==> src/rtl/spislave_le_pkg.sv <==
`default_nettype none
`timescale 1ns/1ps
// ============================================================================
// Module   : spislave_le_pkg
// Brief    : Shared SPI mode constants, idle fill default and FSM encoding.
// Revision : 1.0 - initial release
// ============================================================================
package spislave_le_pkg;

    localparam int         c_CPOL      = 1;
    localparam int         c_CPHA      = 0;
    localparam logic [7:0] c_IDLE_FILL = 8'hFF;

    typedef enum logic [1:0] {
        ST_IDLE  = 2'd0,
        ST_LOAD  = 2'd1,
        ST_SHIFT = 2'd2
    } state_t;

endpackage
`default_nettype wire

==> src/rtl/spislave_le_sync_edge.sv <==
`default_nettype none
`timescale 1ns/1ps
// ============================================================================
// Module   : spi_sync_edge
// Brief    : Multi-flop synchronizer for one SPI pin plus rise/fall strobes.
// Revision : 1.0 - initial release
// ============================================================================
module spi_sync_edge #(
    parameter int SYNC_STAGES = 2
) (
    input  logic clk,
    input  logic reset,
    input  logic d,
    output logic level,
    output logic rise,
    output logic fall
);

    logic [SYNC_STAGES-1:0] r_sync;
    logic                   r_hist;

    // Reset to 1 so a pin already low at reset release reads as a falling edge.
    always_ff @(posedge clk) begin
        if (reset) begin
            r_sync <= '1;
            r_hist <= 1'b1;
        end else begin
            r_sync <= {r_sync[SYNC_STAGES-2:0], d};
            r_hist <= r_sync[SYNC_STAGES-1];
        end
    end

    assign level = r_sync[SYNC_STAGES-1];
    assign rise  =  r_sync[SYNC_STAGES-1] & ~r_hist;
    assign fall  = ~r_sync[SYNC_STAGES-1] &  r_hist;

endmodule
`default_nettype wire

==> src/rtl/spislave_le.sv <==
`default_nettype none
`timescale 1ns/1ps
// ============================================================================
// Module   : spislave_le
// Brief    : Oversampled mode-2 SPI responder with byte TX holding register
//            and RX byte/word strobes (16-bit words, low byte first).
// Revision : 1.0 - initial release
// ============================================================================
module spislave_le
    import spislave_le_pkg::*;
#(
    parameter int         SYNC_STAGES = 2,
    parameter logic [7:0] IDLE_FILL   = c_IDLE_FILL
) (
    input  logic        clk,
    input  logic        reset,
    input  logic        spi_sck,
    input  logic        spi_mosi,
    input  logic        spi_ss_n,
    output logic        spi_miso,
    output logic        spi_miso_oe,
    input  logic [7:0]  tx_data,
    input  logic        tx_valid,
    output logic        tx_ready,
    output logic [7:0]  rx_byte,
    output logic        rx_byte_valid,
    output logic [15:0] rx_word,
    output logic        rx_word_valid,
    output logic        active,
    output logic        tx_underrun,
    output logic        frame_err,
    input  logic        clr_status
);

    logic w_sck_lvl,  w_sck_rise,  w_sck_fall;
    logic w_mosi_lvl, w_mosi_rise, w_mosi_fall;
    logic w_ss_lvl,   w_ss_rise,   w_ss_fall;

    spi_sync_edge #(.SYNC_STAGES(SYNC_STAGES)) u_sync_sck (
        .clk(clk), .reset(reset), .d(spi_sck),
        .level(w_sck_lvl), .rise(w_sck_rise), .fall(w_sck_fall)
    );
    spi_sync_edge #(.SYNC_STAGES(SYNC_STAGES)) u_sync_mosi (
        .clk(clk), .reset(reset), .d(spi_mosi),
        .level(w_mosi_lvl), .rise(w_mosi_rise), .fall(w_mosi_fall)
    );
    spi_sync_edge #(.SYNC_STAGES(SYNC_STAGES)) u_sync_ss (
        .clk(clk), .reset(reset), .d(spi_ss_n),
        .level(w_ss_lvl), .rise(w_ss_rise), .fall(w_ss_fall)
    );

    logic w_unused;
    assign w_unused = &{1'b0, w_sck_lvl, w_mosi_rise, w_mosi_fall};

    state_t      r_state;
    logic [7:0]  r_txsh, r_rxsh, r_hold, r_rx_byte;
    logic [15:0] r_rx_word;
    logic [2:0]  r_bitcnt;
    logic        r_bytepar, r_tx_ready, r_miso, r_miso_oe, r_active;
    logic        r_byte_stb, r_word_stb, r_underrun, r_frame_err;

    logic       w_sample, w_shift, w_consume;
    logic [7:0] w_rx_next;

    // CPHA=0 samples on the leading edge, which is the fall when CPOL=1.
    assign w_sample  = ((c_CPOL != 0) != (c_CPHA != 0)) ? w_sck_fall : w_sck_rise;
    assign w_shift   = ((c_CPOL != 0) != (c_CPHA != 0)) ? w_sck_rise : w_sck_fall;
    assign w_rx_next = {r_rxsh[6:0], w_mosi_lvl};
    assign w_consume = (r_state == ST_LOAD) ||
                       ((r_state == ST_SHIFT) && !w_ss_rise && !w_sample &&
                        w_shift && (r_bitcnt == 3'd0));

    always_ff @(posedge clk) begin
        if (reset) begin
            r_state     <= ST_IDLE;
            r_txsh      <= 8'hFF;
            r_rxsh      <= 8'h00;
            r_hold      <= 8'h00;
            r_rx_byte   <= 8'h00;
            r_rx_word   <= 16'h0000;
            r_bitcnt    <= 3'd0;
            r_bytepar   <= 1'b0;
            r_tx_ready  <= 1'b1;
            r_miso      <= 1'b1;
            r_miso_oe   <= 1'b0;
            r_active    <= 1'b0;
            r_byte_stb  <= 1'b0;
            r_word_stb  <= 1'b0;
            r_underrun  <= 1'b0;
            r_frame_err <= 1'b0;
        end else begin
            r_byte_stb <= 1'b0;
            r_word_stb <= 1'b0;
            r_active   <= ~w_ss_lvl;
            r_miso_oe  <= ~w_ss_lvl;
            r_miso     <= r_txsh[7];

            if (clr_status) begin
                r_underrun  <= 1'b0;
                r_frame_err <= 1'b0;
            end

            case (r_state)
                ST_IDLE: begin
                    if (w_ss_fall) r_state <= ST_LOAD;
                end
                ST_LOAD: begin
                    r_bitcnt  <= 3'd0;
                    r_bytepar <= 1'b0;
                    r_state   <= w_ss_rise ? ST_IDLE : ST_SHIFT;
                end
                ST_SHIFT: begin
                    if (w_ss_rise) begin
                        if (r_bitcnt != 3'd0) r_frame_err <= 1'b1;
                        r_state <= ST_IDLE;
                    end else if (w_sample) begin
                        r_rxsh   <= w_rx_next;
                        r_bitcnt <= r_bitcnt + 3'd1;
                        if (r_bitcnt == 3'd7) begin
                            r_rx_byte  <= w_rx_next;
                            r_byte_stb <= 1'b1;
                            if (r_bytepar) begin
                                r_rx_word[15:8] <= w_rx_next;
                                r_word_stb      <= 1'b1;
                            end else begin
                                r_rx_word[7:0]  <= w_rx_next;
                            end
                            r_bytepar <= ~r_bytepar;
                        end
                    end else if (w_shift && (r_bitcnt != 3'd0)) begin
                        r_txsh <= {r_txsh[6:0], 1'b0};
                    end
                end
                default: r_state <= ST_IDLE;
            endcase

            if (w_consume) begin
                if (!r_tx_ready) begin
                    r_txsh     <= r_hold;
                    r_tx_ready <= 1'b1;
                end else begin
                    r_txsh     <= IDLE_FILL;
                    r_underrun <= 1'b1;
                end
            end

            // A write in the same cycle as a consume wins.
            if (tx_valid && r_tx_ready) begin
                r_hold     <= tx_data;
                r_tx_ready <= 1'b0;
            end
        end
    end

    assign spi_miso      = r_miso;
    assign spi_miso_oe   = r_miso_oe;
    assign tx_ready      = r_tx_ready;
    assign rx_byte       = r_rx_byte;
    assign rx_byte_valid = r_byte_stb;
    assign rx_word       = r_rx_word;
    assign rx_word_valid = r_word_stb;
    assign active        = r_active;
    assign tx_underrun   = r_underrun;
    assign frame_err     = r_frame_err;

endmodule
`default_nettype wire

==> config.mk <==
export PLATFORM = sky130hd
export DESIGN_NAME = spislave_le
export DESIGN_NICKNAME = d
export VERILOG_FILES = /design/src/rtl/spislave_le_pkg.sv /design/src/rtl/spislave_le_sync_edge.sv /design/src/rtl/spislave_le.sv
export SDC_FILE = /design/constraint.sdc
export NUM_CORES = 1
export LEC_CHECK = 0
export ABC_CLOCK_PERIOD_IN_PS = 3200
export CAP_MARGIN = 20
export CORE_ASPECT_RATIO = 0.7
export CORE_MARGIN = 2
export CORE_UTILIZATION = 55
export DETAILED_ROUTE_END_ITERATION = 10
export GPL_ROUTABILITY_DRIVEN = 0
export HOLD_SLACK_MARGIN = 0.02
export PLACE_DENSITY = 0.88
export SETUP_SLACK_MARGIN = 0.5
export SKIP_LAST_GASP = 1
export SLEW_MARGIN = 40
export SYNTH_ARGS = -nofsm -noshare
export SYNTH_HDL_FRONTEND = slang
export SYNTH_SLANG_ARGS = --single-unit
==> constraint.sdc <==
create_clock -name clk -period 3.2 [get_ports clk]
set_input_delay 0.64 -clock clk [delete_from_list [all_inputs] [get_ports clk]]
set_output_delay 0.64 -clock clk [all_outputs]
set_load 0.02 [all_outputs]
==> reports/qor.csv <==
metric;value;unit
CTS max path bufs;2;
CP required;3.42;ns
hold path depth;1;
Post-CTS Setup Inserts;0;
crit-path max FO;18;
final wirelength;5491;um
ant diodes;0;
Power Dens Cells;577.2;nW/um^2
syn_nets;292;
All-Layer GR Usage;0.2211;
EDFF count, synth;0;
CTS root buffer;clkbuf_8;
cts repair resizes;0;
sequential-to-total area share from yosys stat;0.5282;
total grt overflow;0;
min-delay src;u_sync_sck.r_sync[0]$_SDFF_PP1_;
RSZ-0062 raised after global routing;no;
post-synthesis mux area share;0.09369;
Starting Density;0.5819;
final setup TNS;0;ns
Clock Pin Slew Worst Setup and Hold Paths;0.07;ns
CTS tree;built;
Tmin final;2.266;ns
Core ar.;4429;um^2
vias in the first global route;1852;
GRT met1 Usage;0.2912;
static leakage;1.343;nW
H-tree Lvls;3;
number of max-slew violations in the final report;0;
TritonCTS buffer count;9;
Mapped Cells;271;
Final Skew;0.009081;ns
syn_area_per_cell;9.511;um^2
layout cells sized above 1;0.1066;
fin nets;335;
# IOs;47;
Die X;85.82;um
share of the synthesized area in the top cell type;0.5282;
Die Span Y;61.28;um
Distinct cells, synth;35;
busiest grt layer;met2;
#FFs+latches synth;68;
Setup-failing EPs final;0;
FMAX;0.4413;GHz
Remaining DRCs;0;
PnR Total Power;0.001878;W
Hold Fails Final Rpt;0;
Startpoint Class;flop;
met2 Track Usage GR;0.3404;
global-route wire length before repair;8694;um
area grow syn2layout;26.26;%
Worst Tran Pin Value;0.7766;ns
Synth Area in Compound Gates;0.1286;
largest family of logic cells by synthesized area;simple AND/OR/NAND/NOR gates;
die area;5259;um^2
R2R Path End;rx_word[3]$_SDFFE_PP0P_;
CP endpoint kind;flop;
cts hold-fix bufs;0;
DR vias;2083;
Non-Filler Instances;374;
post-synthesis xor/xnor area fraction;0;
WHS;0.4105;ns
# rows;20;
hpwl dp;3613;um
synth top area cells;dfxtp_1, mux2i_1, nor2_1, a21oi_1, o21ai_0;
classification of the worst-slack hold path;reg -> reg;
Synth Flop Type;dfxtp_1;
Antenna Nets Post-Route;0;
R2R Path Start;r_state[0]$_SDFFE_PP0P_;
adder-cell share of the synthesized area;0.02913;
Async SR Flop Fraction;0;
Final period util;0.7082;
Synth top cells by count;dfxtp_1, nor2_1, nand2_1;
max_slew headroom;0.4798;
synthesized area;2577;um^2
Post-Synth Simple-Gate Area;0.1757;
max-cap check violation count;0;
r2r setup slk;0.93;ns
DRT iter0 DRCs;189;
CTS Sinks;68;
cell with the most instances after synthesis;dfxtp_1;
area leader, netlist;dfxtp_1;
M3 GR Usage;0.08043;
drt wl/cell;14.68;um
initial antenna violation count;0;
Cells after DPL;358;
Worst VDD drop;0.4264;mV
yosys warns;0;
status;completed;
WHS Endpoint;u_sync_sck.r_sync[1]$_SDFF_PP1_;
Vias/cell;5.570;
worst r2r path cells;6;
I/O Buffers;46;
critical path class;reg -> reg;
Initial DRT Pass Iterations;7;
Critical Path AT;2.48;ns
Worst-Skew Late Latency;0.35;ns
largest net degree at the start of global routing;50;
==> worst max-delay path: stages (launching register included) <==
cell	delay (ns)
dfxtp_1	0.33
inv_1	0.09
ha_1	0.40
inv_1	0.18
or3_1	0.73
o21ai_0	0.30
a21oi_1	0.10
==> placed cells by master, fill, tap and decap left out, drive strengths merged, types with 6 or more instances in the layout <==
cell	count
or2	8
inv	9
dfxtp	68
clkdlybuf4s50	45
nand2	25
nand3	10
a221oi	7
clkbuf	9
a21oi	22
ha	6
o21ai	19
mux2i	23
nor2	32
==> how the worst max path moves through the flow <==
| stage | start | end | depth (start not counted) |
|---|---|---|---|
| floorplan | r_bitcnt[0]$_SDFFE_PP0P_ | rx_byte[3]$_SDFFE_PP0P_ | 8 |
| global placement | r_state[0]$_SDFFE_PP0P_ | rx_word[7]$_SDFFE_PP0P_ | 6 |
| detailed placement | r_state[0]$_SDFFE_PP0P_ | rx_word[3]$_SDFFE_PP0P_ | 6 |
| CTS | r_state[0]$_SDFFE_PP0P_ | rx_word[3]$_SDFFE_PP0P_ | 6 |
| global route | r_state[0]$_SDFFE_PP0P_ | rx_word[6]$_SDFFE_PP0P_ | 6 |
| finish | r_state[0]$_SDFFE_PP0P_ | rx_word[3]$_SDFFE_PP0P_ | 6 |
==> layout make-up <==
class	instances	area (um^2)
clock buffers	9	123.9
clock inverters	7	98.84
fillers	317	1175
inverters	8	30.03
multi-input cells	179	1101
flip-flops and latches	68	1361
well taps	55	68.82
repair buffers	48	470.5
==> where the power goes <==
group	total, W	internal (W)	switching, W
Clock	0.000778	0.000442	0.000336
Combinational	0.000197	0.0000827	0.000114
Sequential	0.000904	0.000882	0.0000222
==> flip-flops by register name, indices dropped and copies added (netlist names), 3 cells and up <==
name,count
rx_word,16
r_bitcnt,3
r_txsh,8
rx_byte,8
r_hold,8
r_rxsh,7
==> per-stage QoR <==
step           setup slack, ns    util  instance area (um^2)
2_1_floorplan            1.553       -                  2577
4_1_cts                 0.9494  0.7347                  3254
6_report                0.9337  0.7347                  3254
5_1_grt                 0.7073  0.7347                  3254
3_5_place_dp            0.9534  0.6845                  3032
3_3_place_gp             1.111  0.6845                  3032
==> layer usage <==
metal / share of wire / routed length (um)
met1: 0.47 / 2599
met2: 0.46 / 2551
met3: 0.043 / 236
met4: 0.019 / 103
met5: 0 / 0
==> logic make-up after synthesis <==
group,after synthesis
mux,24
flops,68
buf+inv,24
simple gates,93
fa+ha+maj,6
compound gates,56
(Power assumes the default switching activity.)
